**config.mk**
```make
export PLATFORM = sky130hd
export DESIGN_NAME = simon_playback
export DESIGN_NICKNAME = d
export VERILOG_FILES = /design/src/rtl/simon_playback.sv
export SDC_FILE = /design/constraint.sdc
export NUM_CORES = 1
export LEC_CHECK = 0
export CAP_MARGIN = 15
export CORE_MARGIN = 2
export CORE_UTILIZATION = 60
export DETAILED_ROUTE_END_ITERATION = 10
export GPL_ROUTABILITY_DRIVEN = 0
export PLACE_DENSITY_LB_ADDON = 0.25
export SLEW_MARGIN = 15
export SYNTH_ARGS = -nofsm -noshare
export SYNTH_HDL_FRONTEND = slang
export SYNTH_SLANG_ARGS = --single-unit
```
**constraint.sdc**
```tcl
create_clock -name clk -period 5.3 [get_ports clk]
set_clock_uncertainty 0.15 [all_clocks]
set_input_delay 1.59 -clock clk [delete_from_list [all_inputs] [get_ports clk]]
set_output_delay 1.59 -clock clk [all_outputs]
set_load 0.01 [all_outputs]
```
**src/rtl/simon_playback.sv**
```systemverilog
// Simon-game sequence playback: fetches colours from a synchronous sequence memory
// and plays each step as an LED/tone on-time followed by a gap. Option: SIMON_PLAYBACK_SKIP_LAST_GAP_EN.
module simon_playback #(
    parameter int MAX_LEN = 32,
    parameter int ADDR_W  = 5
) (
    input  logic              clk,
    input  logic              rst_n,
    input  logic [15:0]       ticks_per_milli,
    input  logic              start,
    input  logic              abort,
    input  logic [5:0]        seq_len,
    input  logic [9:0]        on_ms,
    input  logic [9:0]        gap_ms,
    output logic [ADDR_W-1:0] mem_addr,
    input  logic [1:0]        mem_data,
    output logic [3:0]        led,
    output logic              tone_en,
    output logic [1:0]        tone_sel,
    output logic              busy,
    output logic              done,
    output logic [2:0]        state_dbg
);

    typedef enum logic [2:0] {
        S_IDLE, S_FETCH, S_LOAD, S_ON, S_GAP, S_DONE
    } state_t;

    state_t            state_q;
    logic [ADDR_W-1:0] step_q;
    logic [1:0]        colour_q;
    logic [5:0]        len_q;
    logic [9:0]        on_q;
    logic [9:0]        gap_q;
    logic [15:0]       tick_q;
    logic [9:0]        ms_q;
    logic [3:0]        led_q;
    logic              tone_en_q;
    logic              busy_q;
    logic              done_q;

    logic [15:0] tpm_eff;
    logic [9:0]  on_eff;
    logic [9:0]  gap_eff;
    logic        tick_wrap;
    logic        on_end;
    logic        gap_end;
    logic [6:0]  step_cnt_d;
    logic        last_step;
    logic [5:0]  len_clamp;

    // Zero durations and a zero prescale are treated as one so every phase lasts at least a cycle.
    always_comb begin
        tpm_eff    = (ticks_per_milli == 16'd0) ? 16'd1 : ticks_per_milli;
        on_eff     = (on_q == 10'd0) ? 10'd1 : on_q;
        gap_eff    = (gap_q == 10'd0) ? 10'd1 : gap_q;
        tick_wrap  = (tick_q == tpm_eff - 16'd1);
        on_end     = tick_wrap && (ms_q == on_eff - 10'd1);
        gap_end    = tick_wrap && (ms_q == gap_eff - 10'd1);
        step_cnt_d = 7'(step_q) + 7'd1;
        last_step  = (step_cnt_d == {1'b0, len_q});
        len_clamp  = (seq_len > 6'(MAX_LEN)) ? 6'(MAX_LEN) : seq_len;
    end

    always_ff @(posedge clk or negedge rst_n) begin
        if (!rst_n) begin
            state_q   <= S_IDLE;
            step_q    <= '0;
            colour_q  <= 2'd0;
            len_q     <= 6'd0;
            on_q      <= 10'd0;
            gap_q     <= 10'd0;
            tick_q    <= 16'd0;
            ms_q      <= 10'd0;
            led_q     <= 4'd0;
            tone_en_q <= 1'b0;
            busy_q    <= 1'b0;
            done_q    <= 1'b0;
        end else if (abort && state_q != S_IDLE) begin
            state_q   <= S_IDLE;
            step_q    <= '0;
            led_q     <= 4'd0;
            tone_en_q <= 1'b0;
            busy_q    <= 1'b0;
            done_q    <= 1'b0;
        end else begin
            case (state_q)
                S_IDLE: begin
                    done_q <= 1'b0;
                    if (start && !abort) begin
                        len_q  <= len_clamp;
                        on_q   <= on_ms;
                        gap_q  <= gap_ms;
                        step_q <= '0;
                        if (len_clamp != 6'd0) begin
                            state_q <= S_FETCH;
                            busy_q  <= 1'b1;
                        end else begin
                            state_q <= S_DONE;
                            done_q  <= 1'b1;
                        end
                    end
                end
                S_FETCH: state_q <= S_LOAD;
                S_LOAD: begin
                    colour_q  <= mem_data;
                    led_q     <= 4'b0001 << mem_data;
                    tone_en_q <= 1'b1;
                    tick_q    <= 16'd0;
                    ms_q      <= 10'd0;
                    state_q   <= S_ON;
                end
                S_ON: begin
                    if (on_end) begin
                        led_q     <= 4'd0;
                        tone_en_q <= 1'b0;
                        tick_q    <= 16'd0;
                        ms_q      <= 10'd0;
`ifdef SIMON_PLAYBACK_SKIP_LAST_GAP_EN
                        if (last_step) begin
                            state_q <= S_DONE;
                            busy_q  <= 1'b0;
                            done_q  <= 1'b1;
                        end else begin
                            state_q <= S_GAP;
                        end
`else
                        state_q <= S_GAP;
`endif
                    end else if (tick_wrap) begin
                        tick_q <= 16'd0;
                        ms_q   <= ms_q + 10'd1;
                    end else begin
                        tick_q <= tick_q + 16'd1;
                    end
                end
                S_GAP: begin
                    if (gap_end) begin
                        if (last_step) begin
                            state_q <= S_DONE;
                            busy_q  <= 1'b0;
                            done_q  <= 1'b1;
                        end else begin
                            step_q  <= step_q + 1'b1;
                            state_q <= S_FETCH;
                        end
                    end else if (tick_wrap) begin
                        tick_q <= 16'd0;
                        ms_q   <= ms_q + 10'd1;
                    end else begin
                        tick_q <= tick_q + 16'd1;
                    end
                end
                S_DONE: begin
                    done_q  <= 1'b0;
                    step_q  <= '0;
                    state_q <= S_IDLE;
                end
                default: state_q <= S_IDLE;
            endcase
        end
    end

    assign mem_addr  = step_q;
    assign led       = led_q;
    assign tone_en   = tone_en_q;
    assign tone_sel  = colour_q;
    assign busy      = busy_q;
    assign done      = done_q;
    assign state_dbg = state_q;

endmodule

```
==> flow_metrics.tcl, run 1 <==
set metrics [dict create \
    grt-ovfl-total 0 \
    arrival_ns 5.18 \
    p_int_mw 1.51 \
    synth_common_cells "69 x dfrtp_1, 54 x nor2_1, 49 x nand2_1, 33 x o21ai_0, 30 x xnor2_1" \
    powerDensity_nw_per_um2 407 \
    setup_tns_ns 0 \
    startpoint "ticks_per_milli[10]" \
    synth_fp_nets 609 \
    pre_cts_slack_ns -0.0543 \
    initialDrtViolationCount 390 \
    clock_latency_ns 0.35 \
    antenna_left 0 \
    netlist_area_um2 4920 \
    synth_warnings 0 \
    synthToLayoutAreaGrowth_pct 21.9 \
    critPathKind "in2reg" \
    die-area_um2 8940 \
    clk_pin_slew_ns 0.08 \
    tightest_slew_ns 0.721 \
    hold_viol 0 \
    max_freq_mhz 198 \
    synth_edf_count 0 \
    combPwrFrac_pct 39.4 \
    initial_core_util_pct 60.8 \
    clockRootBuffer "clkbuf_8" \
    instances_no_fill 738 \
    p_leak_nw 2.44 \
    setup_violations 0 \
    startpoint_type "primary input" \
    clkSinkCount 69 \
    synth_top_area_cell "dfrtp_1" \
    synth_top_area_share_pct 35.1 \
    drive_above_1_share_pct 13.7 \
    grt_pass1_wl_um 20900 \
    firstDrtPassIters 5 \
    critPathCaptureType "register" \
    num_vias 4621 \
    rows 33 \
    crit_required_ns 5.43 \
    synth_area_leaders "dfrtp_1 35%, xnor2_1 5.3%, mux2_2 5.3%" \
    core_um2 8090 \
    tritoncts "yes" \
    io_buffers 64 \
    die_h_um 94.6 \
    ys_seq_area_share_pct 35.1 \
    pwr-share-clk_pct 21.8 \
    synth_cell_types 79 \
    avgRoutedWirePerCell_um 16.9 \
    hold_buffers 0 \
    grt_pass1_vias 4515 \
    post_cts_buffers 0 \
    min_period_over_period_pct 95.3 \
    grt_use_total_pct 29.3 \
    n_fill_cell 629 \
    num_antenna_cells 0 \
    ys_seq_elements 69 \
    switching_share_pct 38.3 \
    grt_max_degree 40 \
    h-tree-depth 3 \
    vias_per_cell 6.26 \
    fin_crit_ns 5.05 \
    dp_hpwl_um 9020 \
    rsz0062_at_grt "no" \
    max-slew-margin-rel_pct 51.9 \
    crit_fanout 8 \
    syn_avg_cell_area_um2 8.87 \
    slew_viol_final 0 \
    r2r-start "gap_q[5]$_DFFE_PN0P_" \
    place_inst 722 \
    die_w_um 94.6 \
    synthCells 555 \
    cts_buffer_depth 2 \
    io_pins 65 \
    routed_wl_um 12400 \
    yosysMostFrequentCell "dfrtp_1" \
    hold_start "led[0]$_DFFE_PN0P_" \
    p_sw_mw 0.935 \
    synth_flop_cell "dfrtp_1" \
    cts_buffers 9 \
    maxCapViolations 0 \
    status "finished, final reports clean" \
    cts_resized 0 \
    hp-class "reg2reg" \
    antenna_found_initial 0 \
    fin_total_pwr_mw 2.44 \
    nNetsFinal 682 \
    seqPwrFrac_pct 38.8 \
    fin_ws_ns 0.251 \
    ir_drop_uv 190 \
    drc_errors 0 \
    postLayoutCoreUtil_pct 74.1 \
    synthArstFlopShare_pct 100 \
]
-- layout make-up --
type / count / area (µm²) / area share [%]
Multi-Input combinational cell: 450 / 3050 / 50.8
Sequential cell: 69 / 1730 / 28.8
Timing Repair Buffer: 86 / 801 / 13.3
Clock buffer: 10 / 138 / 2.29
Tap cell: 105 / 131 / 2.19
Clock inverter: 6 / 109 / 1.81
Inverter: 12 / 45.0 / 0.751
-- path summary, 6_finish.rpt --
| check | cells past startpoint | end | slack [ns] |
|---|---|---|---|
| min in group asynchronous | 1 | on_q[2]$_DFFE_PN0P_ | 1.15 |
| worst min-delay path | 1 | led[0]$_DFFE_PN0P_ | 0.33 |
| worst max register to register | 12 | done$_DFFE_PN0P_ | 1.29 |
| worst max-delay path | 13 | done$_DFFE_PN0P_ | 0.25 |
| max in group asynchronous | 2 | ms_q[0]$_DFFE_PN0P_ | 2.87 |
| worst min register to register | 1 | led[0]$_DFFE_PN0P_ | 0.33 |
-- power groups by stage --
stage	clock network, mW	registers, mW	logic (mW)
final	0.533	0.948	0.964
after detailed placement	0	0.952	0.953
after global placement	0	0.937	0.916
after global routing	0.562	0.981	1.07
after floorplan	0	0.868	0.719
after CTS	0.543	0.944	0.963
-- flip-flops by register name, indices dropped and copies added (netlist names) --
| register | count |
|---|---|
| ms_q | 10 |
| len_q | 6 |
| on_q | 10 |
| led | 4 |
| done | 1 |
| busy | 1 |
| state_dbg | 3 |
| tone_sel | 2 |
| mem_addr | 5 |
| gap_q | 10 |
| tone_en | 1 |
| tick_q | 16 |
-- per-layer routing --
metal  routed length [µm]  GRT usage, %  vias to the layer above
li1                     -             -                     2192
met1                 5090          35.5                     2225
met2                 6430          51.9                      165
met3                  633          5.19                       39
met4                  300          11.2                        0
met5                    0             0                        -
-- kinds of logic (layout without fill, tap and decap cells) --
family          Yosys count  after routing  synth area share [%]
fa+ha+maj                 6              6                  1.53
simple gates            245            245                  27.5
buf+inv                  36            114                  2.97
flops                    69             69                  35.1
xor+xnor                 45             45                  8.01
mux                      29             29                  6.48
compound gates          125            125                  18.5
-- metrics by stage --
stage | hold WS, ns | cell area [µm²]
3_3_place_gp | 0.315 | 5750
5_1_grt | 0.374 | 6000
6_report | 0.330 | 6000
2_1_floorplan | 0.319 | 4920
3_5_place_dp | 0.313 | 5750
4_1_cts | 0.333 | 6000
-- worst max-delay path, cell delays in order --
cell and delay [ns]:
clkdlybuf4s50_1 0.58, nor4_4 0.08, and4_2 0.24, a21oi_1 0.17, ha_1 0.30, nand4b_1 0.21, or4b_1 0.54, o311ai_1 0.16
o2111ai_1 0.17, and4b_1 0.40, nor2_1 0.15, or4_1 0.49, nand3_1 0.10
-- cells in the final DEF, fill, tap and decap left out, types with 13 or more instances in the layout --
cell,count
a21oi_1,16
buf_4,22
clkdlybuf4s50_1,63
dfrtp_1,69
mux2_2,23
nand2_1,49
nand2b_1,14
nand3_1,25
nor2_1,54
nor2b_1,14
nor3_1,13
o21ai_0,33
xnor2_1,30
xor2_1,15
Note: power is estimated with default switching activity, not from simulation.
==> run 2: changes to the inputs <==
--- a/config.mk
+++ b/config.mk
@@ -7,11 +7,11 @@
 export LEC_CHECK = 0
 export CAP_MARGIN = 15
 export CORE_MARGIN = 2
-export CORE_UTILIZATION = 60
+export CORE_UTILIZATION = 55
 export DETAILED_ROUTE_END_ITERATION = 10
 export GPL_ROUTABILITY_DRIVEN = 0
 export PLACE_DENSITY_LB_ADDON = 0.25
-export SLEW_MARGIN = 15
+export SLEW_MARGIN = 25
 export SYNTH_ARGS = -nofsm -noshare
 export SYNTH_HDL_FRONTEND = slang
 export SYNTH_SLANG_ARGS = --single-unit
==> run 2 against run 1 <==
Sequential power hardly changed. Global-route usage decreased by 4.1 points. Sequential share of layout area up 0.22 points. Clock power down 21%. Total power decreased by 4.6%. Combinational power hardly changed. Wire length fell by 3.7%. Critical path type unchanged. Largest power group unchanged.
==> flow_metrics.tcl, run 2 (synthesized netlist as in run 1, its figures left out) <==
set metrics [dict create \
    hold_viol 0 \
    startpoint_type "primary input" \
    arrival_ns 5.02 \
    largest_register "tick_q" \
    switching_share_pct 39.9 \
    min_period_over_period_pct 93.2 \
    critPathCaptureType "register" \
    cts_buffer_depth 2 \
    post_cts_buffers 0 \
    grt_pass1_wl_um 20400 \
    post_dp_cell_area_um2 5760 \
    place_inst 726 \
    drive_above_1_share_pct 13.7 \
    io_pins 65 \
    die-area_um2 9720 \
    final_cell_mix "69 x dfrtp_1, 63 x clkdlybuf4s50_1, 54 x nor2_1" \
    grt-ovfl-total 0 \
    initialDrtViolationCount 342 \
    grt_max_degree 43 \
    dp_hpwl_um 9020 \
    largest_register_ff_count 16 \
    clk_pin_slew_ns 0.07 \
    firstDrtPassIters 5 \
    io_buffers 64 \
    critPathMaxStageDelay_ns 0.57 \
    instances_no_fill 741 \
    crit_top_cell "buf_4" \
    final_common_cell "dfrtp_1" \
    tightest_slew_ns 0.552 \
    drc_errors 0 \
    initial_core_util_pct 56.4 \
    clkSinkCount 69 \
    grt_use_total_pct 25.2 \
    crit_required_ns 5.38 \
    p_leak_nw 2.41 \
    antenna_found_initial 0 \
    clock_latency_ns 0.34 \
    antenna_left 0 \
    pwr-share-clk_pct 18.1 \
    hp-class "reg2reg" \
    max_freq_mhz 202 \
    num_vias 4520 \
    crit_fanout 8 \
    die_h_um 98.6 \
    fin_ws_ns 0.360 \
    nNetsFinal 683 \
    max-slew-margin-rel_pct 62.7 \
    path_cells "clkdlybuf4s50_1 -> nor4_4 -> and4_2 -> a21oi_1 -> ha_1 -> nand4b_1 -> or4b_1 -> o311ai_1 -> nand4_2 -> buf_4 -> o2bb2ai_2 -> nand2b_1 -> buf_4 -> o22ai_1 -> a21o_1" \
    rows 34 \
    status "finished, final reports clean" \
    setup_violations 0 \
    powerDensity_nw_per_um2 392 \
    ir_drop_uv 182 \
    critPathKind "in2reg" \
    avgRoutedWirePerCell_um 16.2 \
    seqPwrFrac_pct 40.5 \
    maxCapViolations 0 \
    p_int_mw 1.40 \
    pre_cts_slack_ns 0.00108 \
    routed_wl_um 12000 \
    hold_buffers 0 \
    clockRootBuffer "clkbuf_8" \
    cts_buffers 9 \
    cts_resized 0 \
    p_sw_mw 0.931 \
    cp_slowest_cell "clkdlybuf4s50_1" \
    slew_viol_final 0 \
    combPwrFrac_pct 41.4 \
    h-tree-depth 3 \
    synthToLayoutAreaGrowth_pct 21.0 \
    tritoncts "yes" \
    num_antenna_cells 0 \
    die_w_um 98.6 \
    final_area_um2 5950 \
    rsz0062_at_grt "no" \
    vias_per_cell 6.10 \
    fin_crit_ns 4.94 \
    grt_pass1_vias 4430 \
    core_um2 8720 \
    setup_tns_ns 0 \
]
## run 2: metal layers
metal  wire (µm)  track usage, %  vias up
met2        6230            45.4      127
met5           0               0        -
li1            -               -     2191
met4         199            7.69        0
met3         478            4.26       22
met1        5070            30.9     2180
## run 2: cell type report
| cell class | instances | area, µm² |
|---|---|---|
| Timing Repair Buffer | 87 | 811 |
| Clock buffer | 9 | 124 |
| Clock inverter | 6 | 63.8 |
| Multi-Input combinational cell | 450 | 3050 |
| Fill cell | 726 | 2770 |
| Tap cell | 108 | 135 |
| Inverter | 12 | 45.0 |
| Sequential cell | 69 | 1730 |
## run 2: path summary, 6_finish.rpt
kind | start | to | slack (ns) | depth (start not counted)
setup / recovery | ticks_per_milli[10] | tick_q[5]$_DFFE_PN0P_ | 0.36 | 15
hold / removal | tone_sel[0]$_DFFE_PN0P_ | tone_sel[0]$_DFFE_PN0P_ | 0.33 | 2
setup reg to reg | gap_q[5]$_DFFE_PN0P_ | ms_q[7]$_DFFE_PN0P_ | 1.34 | 12
hold reg to reg | tone_sel[0]$_DFFE_PN0P_ | tone_sel[0]$_DFFE_PN0P_ | 0.33 | 2
max in group asynchronous | rst_n | mem_addr[1]$_DFFE_PN0P_ | 3.13 | 2
min in group asynchronous | rst_n | gap_q[1]$_DFFE_PN0P_ | 1.07 | 1
## run 2: power groups by stage
| stage | Clock (mW) | Combinational (mW) | Sequential, mW |
|---|---|---|---|
| floorplan | 0 | 0.719 | 0.868 |
| global placement | 0 | 0.917 | 0.943 |
| detailed placement | 0 | 0.961 | 0.949 |
| CTS | 0.432 | 0.967 | 0.940 |
| global route | 0.454 | 1.07 | 0.979 |
| finish | 0.422 | 0.965 | 0.946 |
## run 2: stage by stage
stage	util (%)	hold slack (ns)	power [mW]
global placement	66.1	0.318	1.86
CTS	68.2	0.339	2.34
floorplan	-	0.319	1.59
global route	68.3	0.366	2.50
detailed placement	66.1	0.322	1.91
finish	68.3	0.335	2.33
## run 2: critical path: cells and delay by family
kind | cells | cell delay (ns)
AO/OA/AOI/OAI | 5 | 0.70
adder cells (fa/ha/maj) | 1 | 0.30
AND/OR/NAND/NOR | 6 | 1.47
buffers and inverters | 3 | 0.95
